===== src/rtl/board_display_pkg.sv =====
// Shared constants for the board display: digit/cell geometry and
// seven-segment glyphs (bit 0 = segment a .. bit 6 = segment g).
package board_disp_pkg;

    localparam int NUM_DIGITS = 8;
    localparam int CELL_W     = 3;
    localparam int NUM_CELLS  = 4;
    localparam int BCD_DIGITS = 4;

    localparam logic [6:0] SEG_0     = 7'h3F;
    localparam logic [6:0] SEG_1     = 7'h06;
    localparam logic [6:0] SEG_2     = 7'h5B;
    localparam logic [6:0] SEG_3     = 7'h4F;
    localparam logic [6:0] SEG_4     = 7'h66;
    localparam logic [6:0] SEG_5     = 7'h6D;
    localparam logic [6:0] SEG_6     = 7'h7D;
    localparam logic [6:0] SEG_7     = 7'h07;
    localparam logic [6:0] SEG_8     = 7'h7F;
    localparam logic [6:0] SEG_9     = 7'h6F;
    localparam logic [6:0] SEG_BLANK = 7'h00;

endpackage


===== src/rtl/board_display_seg7_decode.sv =====
// Combinational 4-bit value to seven-segment glyph; values above 9 are blank.
module seg7_decode
    import board_disp_pkg::*;
(
    input  logic [3:0] value,
    output logic [6:0] glyph
);

    // Decimal glyph lookup
    always_comb begin
        glyph = SEG_BLANK;
        case (value)
            4'd0:    glyph = SEG_0;
            4'd1:    glyph = SEG_1;
            4'd2:    glyph = SEG_2;
            4'd3:    glyph = SEG_3;
            4'd4:    glyph = SEG_4;
            4'd5:    glyph = SEG_5;
            4'd6:    glyph = SEG_6;
            4'd7:    glyph = SEG_7;
            4'd8:    glyph = SEG_8;
            4'd9:    glyph = SEG_9;
            default: glyph = SEG_BLANK;
        endcase
    end

endmodule


===== src/rtl/board_display.sv =====
// Eight-digit multiplexed display of the game board (digits 0-3, with the
// cells changed by the last move blinking) and a saturating BCD move
// counter (digits 4-7).
module board_display
    import board_disp_pkg::*;
#(
    parameter int SCAN_DIV  = 1000,
    parameter int BLINK_LEN = 4096,
    parameter int BLINK_BIT = 8
) (
    input  logic        clk,
    input  logic        rst_sw,
    input  logic [11:0] board,
    input  logic        ji_mode,
    input  logic        clr,
    input  logic        win,
    output logic [7:0]  seg,
    output logic [7:0]  an
);

    localparam int SCAN_W  = $clog2(SCAN_DIV);
    localparam int BLINK_W = $clog2(BLINK_LEN);
    localparam logic [SCAN_W-1:0]  SCAN_LAST  = SCAN_W'(SCAN_DIV - 1);
    localparam logic [BLINK_W-1:0] BLINK_LOAD = BLINK_W'(BLINK_LEN - 1);
    localparam logic [3:0]         BCD_NINE   = 4'd9;

    logic [11:0]                board_q;
    logic                       ji_q;
    logic [BCD_DIGITS-1:0][3:0] cnt;
    logic [BCD_DIGITS-1:0][3:0] cnt_inc;
    logic [BCD_DIGITS:0]        carry;
    logic                       cnt_full;
    logic [NUM_CELLS-1:0]       mask;
    logic [NUM_CELLS-1:0]       cell_chg;
    logic [BLINK_W-1:0]         blink_cnt;
    logic [SCAN_W-1:0]          scan_cnt;
    logic [2:0]                 idx;
    logic                       move;
    logic [CELL_W-1:0]          cell_q [NUM_CELLS];
    logic [3:0]                 disp_val;
    logic                       blank;
    logic [6:0]                 glyph;
    logic [7:0]                 seg_next;

    // Per-cell view of the registered board and which cells differ from it
    for (genvar gi = 0; gi < NUM_CELLS; gi++) begin : g_cell
        assign cell_q[gi]   = board_q[gi*CELL_W +: CELL_W];
        assign cell_chg[gi] = (board[gi*CELL_W +: CELL_W] != cell_q[gi]);
    end

    // Ripple-carry BCD increment; carry out of the top digit means 9999
    assign carry[0] = 1'b1;
    for (genvar gi = 0; gi < BCD_DIGITS; gi++) begin : g_bcd
        assign cnt_inc[gi]  = !carry[gi]           ? cnt[gi] :
                              (cnt[gi] == BCD_NINE) ? 4'd0    : cnt[gi] + 4'd1;
        assign carry[gi+1]  = carry[gi] && (cnt[gi] == BCD_NINE);
    end
    assign cnt_full = carry[BCD_DIGITS];

    // ji_q suppresses the cycle where ji_mode drops and the real board returns
    assign move = (board != board_q) && !ji_mode && !ji_q && !clr;

    // Change-detect registers
    always_ff @(posedge clk or posedge rst_sw) begin
        if (rst_sw) begin
            board_q <= '0;
            ji_q    <= 1'b0;
        end else begin
            board_q <= board;
            ji_q    <= ji_mode;
        end
    end

    // Move counter: clear on clr, saturating increment on a move
    always_ff @(posedge clk or posedge rst_sw) begin
        if (rst_sw) begin
            cnt <= '0;
        end else if (clr) begin
            cnt <= '0;
        end else if (move && !cnt_full) begin
            cnt <= cnt_inc;
        end
    end

    // Blink mask and timer: a move replaces the mask and restarts the timer
    always_ff @(posedge clk or posedge rst_sw) begin
        if (rst_sw) begin
            mask      <= '0;
            blink_cnt <= '0;
        end else if (clr) begin
            mask      <= '0;
            blink_cnt <= '0;
        end else if (move) begin
            mask      <= cell_chg;
            blink_cnt <= BLINK_LOAD;
        end else if (blink_cnt != '0) begin
            blink_cnt <= blink_cnt - 1'b1;
            if (blink_cnt == BLINK_W'(1)) begin
                mask <= '0;
            end
        end else begin
            mask <= '0;
        end
    end

    // Digit scan: hold each digit SCAN_DIV cycles, then step to the next
    always_ff @(posedge clk or posedge rst_sw) begin
        if (rst_sw) begin
            scan_cnt <= '0;
            idx      <= '0;
        end else if (scan_cnt == SCAN_LAST) begin
            scan_cnt <= '0;
            idx      <= idx + 3'd1;
        end else begin
            scan_cnt <= scan_cnt + 1'b1;
        end
    end

    // Select the value shown on the current digit and decide blanking
    always_comb begin
        disp_val = 4'd0;
        blank    = 1'b0;
        if (!idx[2]) begin
            disp_val = {1'b0, cell_q[idx[1:0]]};
            blank    = (cell_q[idx[1:0]] == '0) ||
                       (mask[idx[1:0]] && (blink_cnt != '0) && blink_cnt[BLINK_BIT]);
        end else begin
            disp_val = cnt[idx[1:0]];
        end
        seg_next = {win & ~idx[2], blank ? SEG_BLANK : glyph};
    end

    seg7_decode u_decode (
        .value (disp_val),
        .glyph (glyph)
    );

    // Registered pin drivers, one cycle behind idx and display state
    always_ff @(posedge clk or posedge rst_sw) begin
        if (rst_sw) begin
            seg <= '0;
            an  <= '0;
        end else begin
            seg <= seg_next;
            an  <= 8'b1 << idx;
        end
    end

endmodule


===== config.mk =====
export PLATFORM = sky130hd
export DESIGN_NAME = board_display
export DESIGN_NICKNAME = d
export VERILOG_FILES = /design/src/rtl/board_display_pkg.sv /design/src/rtl/board_display_seg7_decode.sv /design/src/rtl/board_display.sv
export SDC_FILE = /design/constraint.sdc
export NUM_CORES = 1
export LEC_CHECK = 0
export ABC_AREA = 1
export CORE_MARGIN = 2
export CORE_UTILIZATION = 26
export CTS_CLUSTER_DIAMETER = 120
export DETAILED_ROUTE_END_ITERATION = 8
export PLACE_DENSITY = 0.49
export SYNTH_ARGS = -nofsm -noshare
export SYNTH_HDL_FRONTEND = slang
export SYNTH_SLANG_ARGS = --single-unit

===== constraint.sdc =====
create_clock -name clk -period 2.25 [get_ports clk]
set_input_delay 0.225 -clock clk [delete_from_list [all_inputs] [get_ports clk]]
set_output_delay 0.225 -clock clk [all_outputs]
set_load 0.02 [all_outputs]

==> results of run 1 <==
==> Yosys cell counts, types with 3 or more instances <==
cell type	n	share of area
sky130_fd_sc_hd__nand2_2	4	0.0061
sky130_fd_sc_hd__xnor2_1	9	0.019
sky130_fd_sc_hd__inv_2	5	0.0046
sky130_fd_sc_hd__o21ai_0	22	0.027
sky130_fd_sc_hd__inv_1	71	0.065
sky130_fd_sc_hd__buf_4	3	0.0055
sky130_fd_sc_hd__o211ai_1	3	0.0055
sky130_fd_sc_hd__nand3_2	3	0.0073
sky130_fd_sc_hd__nor2_1	63	0.058
sky130_fd_sc_hd__nor3_1	10	0.012
sky130_fd_sc_hd__nand2_1	120	0.11
sky130_fd_sc_hd__xor2_1	9	0.019
sky130_fd_sc_hd__dfrtp_1	74	0.45
sky130_fd_sc_hd__ha_1	23	0.070
sky130_fd_sc_hd__nand2_4	3	0.0082
sky130_fd_sc_hd__o22ai_2	3	0.0091
sky130_fd_sc_hd__o21ai_1	5	0.0061
sky130_fd_sc_hd__nand4_1	6	0.0091
sky130_fd_sc_hd__buf_2	3	0.0036
sky130_fd_sc_hd__nand3_1	40	0.049
sky130_fd_sc_hd__a21oi_1	13	0.016
==> per-layer routing <==
layer	up-vias	part of all wire	global-route usage
li1	1693	-	-
met1	1508	0.48	0.144
met2	48	0.47	0.183
met3	9	0.036	0.0328
met4	0	0.014	0.0367
met5	-	0	0
==> logic make-up after synthesis <==
| family | Yosys count | share of synthesized area |
|---|---|---|
| simple gates | 259 | 0.277 |
| xor+xnor | 18 | 0.0383 |
| compound gates | 53 | 0.0767 |
| flops | 74 | 0.450 |
| fa+ha+maj | 23 | 0.0700 |
| buf+inv | 88 | 0.0882 |
==> state kept, by name, indices dropped and copies added (netlist names) <==
register / cells
cnt: 16
blink_cnt: 12
board_q: 12
scan_cnt: 10
an: 8
seg: 8
mask: 4
idx: 3
ji_q: 1
==> cell usage in the layout (no fill, tap or decap), types with 10 or more instances in the layout <==
cell / instances
sky130_fd_sc_hd__nand2_1: 120
sky130_fd_sc_hd__dfrtp_1: 74
sky130_fd_sc_hd__inv_1: 70
sky130_fd_sc_hd__nor2_1: 63
sky130_fd_sc_hd__nand3_1: 40
sky130_fd_sc_hd__clkdlybuf4s50_1: 32
sky130_fd_sc_hd__ha_1: 23
sky130_fd_sc_hd__o21ai_0: 22
sky130_fd_sc_hd__a21oi_1: 13
sky130_fd_sc_hd__nor3_1: 10
==> cell type report <==
cell class                 instances  area (µm²)
fill                            1641       10400
multi-input combinational        353        1900
sequential                        74        1850
timing repair buffer              38         378
inverter                          78         295
tap                              211         264
clock buffer                       9         225
clock inverter                     7        46.3
==> stage by stage <==
stage                     setup WS (ns)  hold WS [ns]  utilization  instance area (µm²)
after floorplan                   0.143         0.256            -                 4110
after global placement            0.294         0.467        0.306                 4690
after detailed placement          0.267         0.478        0.306                 4690
after CTS                         0.266         0.311        0.324                 4960
after global routing             0.0357         0.329        0.324                 4960
final                             0.276         0.287        0.324                 4960
==> final timing paths <==
| check | depth (start not counted) | startpoint | slack, ns | end |
|---|---|---|---|---|
| worst max register to register | 9 | idx[0]$_DFFE_PP0N_ | 0.28 | seg[0]$_DFF_PP0_ |
| max in group asynchronous | 3 | rst_sw | 1.65 | blink_cnt[5]$_DFFE_PP0P_ |
| worst min-delay path | 3 | rst_sw | 0.29 | scan_cnt[6]$_DFF_PP0_ |
| worst max-delay path | 9 | idx[0]$_DFFE_PP0N_ | 0.28 | seg[0]$_DFF_PP0_ |
| worst min register to register | 1 | scan_cnt[0]$_DFF_PP0_ | 0.49 | scan_cnt[0]$_DFF_PP0_ |
| min in group clk | 1 | ji_mode | 0.37 | ji_q$_DFF_PP0_ |
==> power groups by stage <==
stage	Sequential (W)	Clock (W)	Combinational, W
finish	0.00155	0.00131	0.000639
global route	0.00156	0.00143	0.000745
CTS	0.00155	0.00136	0.000651
detailed placement	0.00157	0	0.000648
global placement	0.00157	0	0.000638
floorplan	0.00156	0	0.000459
==> worst max-delay path, delay by kind of cell (launching register included) <==
family                     cells  cell delay (ns)
buffers and inverters          2             0.30
AOI/OAI and AO/OA              3             0.64
adders and majority gates      1             0.20
and+or+nand+nor                3             0.26
DFF                            1             0.51
==> results.md, run 1 <==
- The synthesized netlist contains 38 unique library cells.
- The count of cells in the finished layout, fillers not included, comes to slightly below 800.
- During I/O placement, the number of pins put on the boundary was 33.
- For the worst setup path, the data required time is between 2 and 3 ns.
- The combinational group share of total power is 0.183.
- At the later pin of the worst-skew pair, clock insertion delay measures roughly 0.34 ns.
- The maximum buffer depth of the clock tree is 2.
- In this run the remaining antenna-violating nets after routing total 0.
- The flow ran to the end, and the final reports show no timing, DRC or antenna violations.
- Of the total power, the clock network draws 0.375.
- The iteration-0 DRC count of the detailed router is roughly 160.
- The share of synthesized area occupied by flip-flops and latches is 0.450.
- Clock-pin slew was measured on the worst setup and hold paths at roughly 0.060 ns.
- Of all nets on the critical path, the largest fanout is 15.
- For this design, the sink count on the clock tree is between 70 and 80.
- In this run the number of H-tree levels came out at 3.
- After detailed routing, the average wire length per cell comes to between 10 and 15 µm.
- In this run the power density over the cells is 705 nW/µm².
- In the synthesized netlist the dominant register cell turns out to be sky130_fd_sc_hd__dfrtp_1.
- The worst clock skew is between 0.009 and 0.01 ns.
- The region available for standard cell placement spans approximately 15000 µm².
- The clock period minus final worst setup slack is 1.97 ns.
- The number of antenna violations at the first check in global routing is 0.
- The kind of critical path is register to register.
- The synthesized netlist net count is roughly 560.
- After detailed routing, the number of vias per cell comes to about 4.2.
- The flip-flop and latch count after synthesis is 74.
- The max-cap check violation count is 0.
- The slowest cell on the critical path is sky130_fd_sc_hd__dfrtp_1.
- Across every metal layer, demand over resource in global routing totals 0.112.
- The wire length of the first global-routing pass is 14.9 mm.
- The maximum operating frequency is between 500 and 600 MHz.
- The synthesis warning total is 0.
- The share of total power in sequential cells is 0.443.
- TritonCTS built the clock tree.
- Each instance of the synthesized netlist takes up on average around 8 µm².
- The largest single stage delay on the critical path is 0.51 ns.
- In this run the core area contains 45 standard-cell rows.
- The number of nets in the finished design is ~590.
- The number of CTS-inserted buffers is 9.
- The starting density of the core is 0.269.
- The number of antenna diodes in the final layout is 0.
- The die covers between 15000 and 20000 µm².
- Global routing finished with a remaining overflow of 0.
- The via count of the first global-routing pass is approximately 3100.
- After technology mapping, the gate count stands at a little over 500.
- The tightest min-delay check is of the primary input to async pin type.
- The worst pin sits at a relative slew slack of 0.701.
- In the routed design, unresolved DRC markers number 0.
- The number of input and output port buffers inserted is 32.
- The maximum resistive drop on vdd is between 0.0005 and 0.0006 V.
- Yosys mapped a number of flops with a built-in enable equal to 0.
- The kind of capture point of the worst setup path is a register.
- The internal power component is ~0.0024 W.
- The total count of max-transition violations in the final report came to 0.
- The via count is approximately 3300.
- Routability-driven placement finished with a final weighted congestion of around 0.79.
- Entering global routing, the biggest net connects 75 pins.
- The cell sitting at the root of the clock tree is a sky130_fd_sc_hd__clkbuf_16.
- STA classifies the critical path startpoint as a register.
- The setup TNS after final layout is 0 ns.
- The slew at the pin closest to its max-slew limit is about 0.44 ns.
- Data arrives at the worst endpoint at 2.23 ns.
- Of the total power, the share spent switching nets is 0.301.
- From synthesis to final layout, the design area changed by 20.6%.
- The total setup violations reported at the end of the flow is 0.
- Measured along the y axis, the die boundary spans about 130 µm.
- The final hold violation count is 0.
- After clock tree synthesis, the repair step resized 0 gates.
- The wire length reported by the detailed router is between 8 and 9 mm.
- The ratio of cells with drive above 1 in the final layout is 0.0894.
- After synthesis, the share of flip-flops with an asynchronous set or reset is 1.00.
- The most numerous cell type found on the critical path is sky130_fd_sc_hd__nor2_1.
- Counting tap cells, the placed design contains a total of around 750 instances.
- For this run, the detailed router's first-pass iteration total came to 4.
- Summed over all cells, the static leakage comes to between 2 and 2.5 nW.
- Setup repair after global routing left no endpoint under its margin.
- The switching power is around 0.0011 W.
- Summing every instance area after synthesis gives 4110 µm².
- The design draws 0.00350 W.
- Traced cell by cell, the critical path runs through inv_2 -> o211ai_1 -> nand2_1 -> o21ai_2 -> inv_1 -> ha_1 -> o21ai_1 -> nor2_1 -> nor2_1.
- The number of hold buffers added after cts is 0.
- The overall die width is roughly 130 µm.
- The wire-length estimate of the detail-placed layout is 6.49 mm.
- The number of setup buffers added after CTS is 0.
- In the finished design, the share of the clock period the worst path needs comes to 0.877.
No activity file was read; power rests on OpenSTA's default activity.
==> run 2: changes to the inputs <==
--- a/config.mk
+++ b/config.mk
@@ -11,6 +11,7 @@
 export CTS_CLUSTER_DIAMETER = 120
 export DETAILED_ROUTE_END_ITERATION = 8
 export PLACE_DENSITY = 0.49
+export SLEW_MARGIN = 20
 export SYNTH_ARGS = -nofsm -noshare
 export SYNTH_HDL_FRONTEND = slang
 export SYNTH_SLANG_ARGS = --single-unit
==> results of run 2 <==
No change in the layout: final DEF, timing and power equal those of run 1.
==> RTL edit (settings of run 2) <==
Change the parameter `BLINK_LEN` from 4096 to 8192.
--- a/src/rtl/board_display.sv
+++ b/src/rtl/board_display.sv
@@ -5,7 +5,7 @@
     import board_disp_pkg::*;
 #(
     parameter int SCAN_DIV  = 1000,
-    parameter int BLINK_LEN = 4096,
+    parameter int BLINK_LEN = 8192,
     parameter int BLINK_BIT = 8
 ) (
     input  logic        clk,
Formal check against the unedited RTL: same outputs for any inputs over 10 cycles, from zero or initial values and one cycle with rst_sw high; that may be too few to reach the edited logic, so the function may still have changed.
==> RTL edit against run 2 <==
Sequential cell count increased by 1; power is 8.3% higher; hold slack worse by 33 ps; area after synthesis grew 4.7%; setup slack improved by 89 ps; largest power group unchanged; cell area up 5.2%; largest cell class unchanged; wire length increased by 7.8%.
==> RTL edit: results (changes against run 2) <==
[synth]
yosys-top-cells-count=nand2_1 (125), inv_1 (78), dfrtp_1 (75)  ; was nand2_1 (120), dfrtp_1 (74), inv_1 (71)
synth_nets=584  ; was 555
syn_area_mm2=0.004307  ; was 0.004113 mm^2
synth-seq-area-share=0.4358  ; was 0.4503
synth_area_leaders=dfrtp_1 (44%), nand2_1 (11%), inv_1 (6.8%), ha_1 (6.7%), nor2_1 (5.9%)  ; was dfrtp_1 (45%), nand2_1 (11%), ha_1 (7.0%), inv_1 (6.5%), nor2_1 (5.7%)

[global_routing]
first_global_vias=3352  ; was 3094
grt_max_degree=46  ; was 75
use_met1=0.1436  ; was 0.1439
grt_use_met3=0.02414  ; was 0.03280
grt_usage=0.1121  ; was 0.1123
gr-usage-met2=0.1880  ; was 0.1826

[pwr]
power.switching_uw=1088  ; was 1052 uW
p_comb_frac=0.176  ; was 0.183
ir_worst_vdd_uv=488.1  ; was 528.2 uV
p_leak_uw=0.002635  ; was 0.002498 uW

[worst_setup_path]
critPathCapture=seg[3]$_DFF_PP0_  ; was seg[0]$_DFF_PP0_
reg2reg_slack_ps=370  ; was 280 ps
cp_max_fo=27  ; was 15
slowest_delay_ps=390  ; was 510 ps
cp_data_arrival_time_ps=2110  ; was 2230 ps

[outcome]
status=finished clean  ; unchanged

[placement]
gp_congestion=0.8552  ; was 0.7912
dpl_cell_area_mm2=0.004890  ; was 0.004687 mm^2
place_inst=792  ; was 754
dpl_worst_slack_ps=269.0  ; was 267.5 ps

[sta]
tightest_slew_ps=486.7  ; was 443.7 ps
hold_slack_ps=254.5  ; was 287.4 ps

[routing]
met3WireLength_um=257  ; was 315 um
wl_per_cell_um=11.56  ; was 11.26 um
routed_via_density=4.236  ; was 4.231
num_vias=3423  ; was 3258
drtIter0Drc=179  ; was 155

[final_layout]
fin_nets=623  ; was 594
num-fill-cells=1705  ; was 1641
top_regs=cnt x16, blink_cnt x13, board_q x12  ; was cnt x16, blink_cnt x12, board_q x12

-- RTL edit: cell types whose count changed after synthesis, moves of 3 or more --
cell | run 2 | this run
nand2_1 | 120 | 125
nand3_1 | 40 | 46
inv_2 | 5 | 1
inv_1 | 71 | 78
nor2_1 | 63 | 68
nor2_2 | 1 | 8
buf_6 | 2 | 6
o22ai_2 | 3 | 0
xnor2_1 | 9 | 6
-- RTL edit: area by class of cell --
type	instances	area share
Multi-Input combinational cell	375	0.3863
Sequential cell	75	0.3599
Timing Repair Buffer	40	0.07774
Inverter	82	0.06094
Tap cell	220	0.05278
Clock buffer	9	0.04319
Clock inverter	7	0.01919
-- RTL edit: cell families after synthesis --
logic type / count (synthesis) / synth area share
and+or+nand+nor: 286 / 0.3004
buffers and inverters: 94 / 0.09645
AOI/OAI and AO/OA: 50 / 0.06799
DFF: 75 / 0.4358
adders and majority gates: 23 / 0.06682
xor gates and xnor gates: 16 / 0.03254
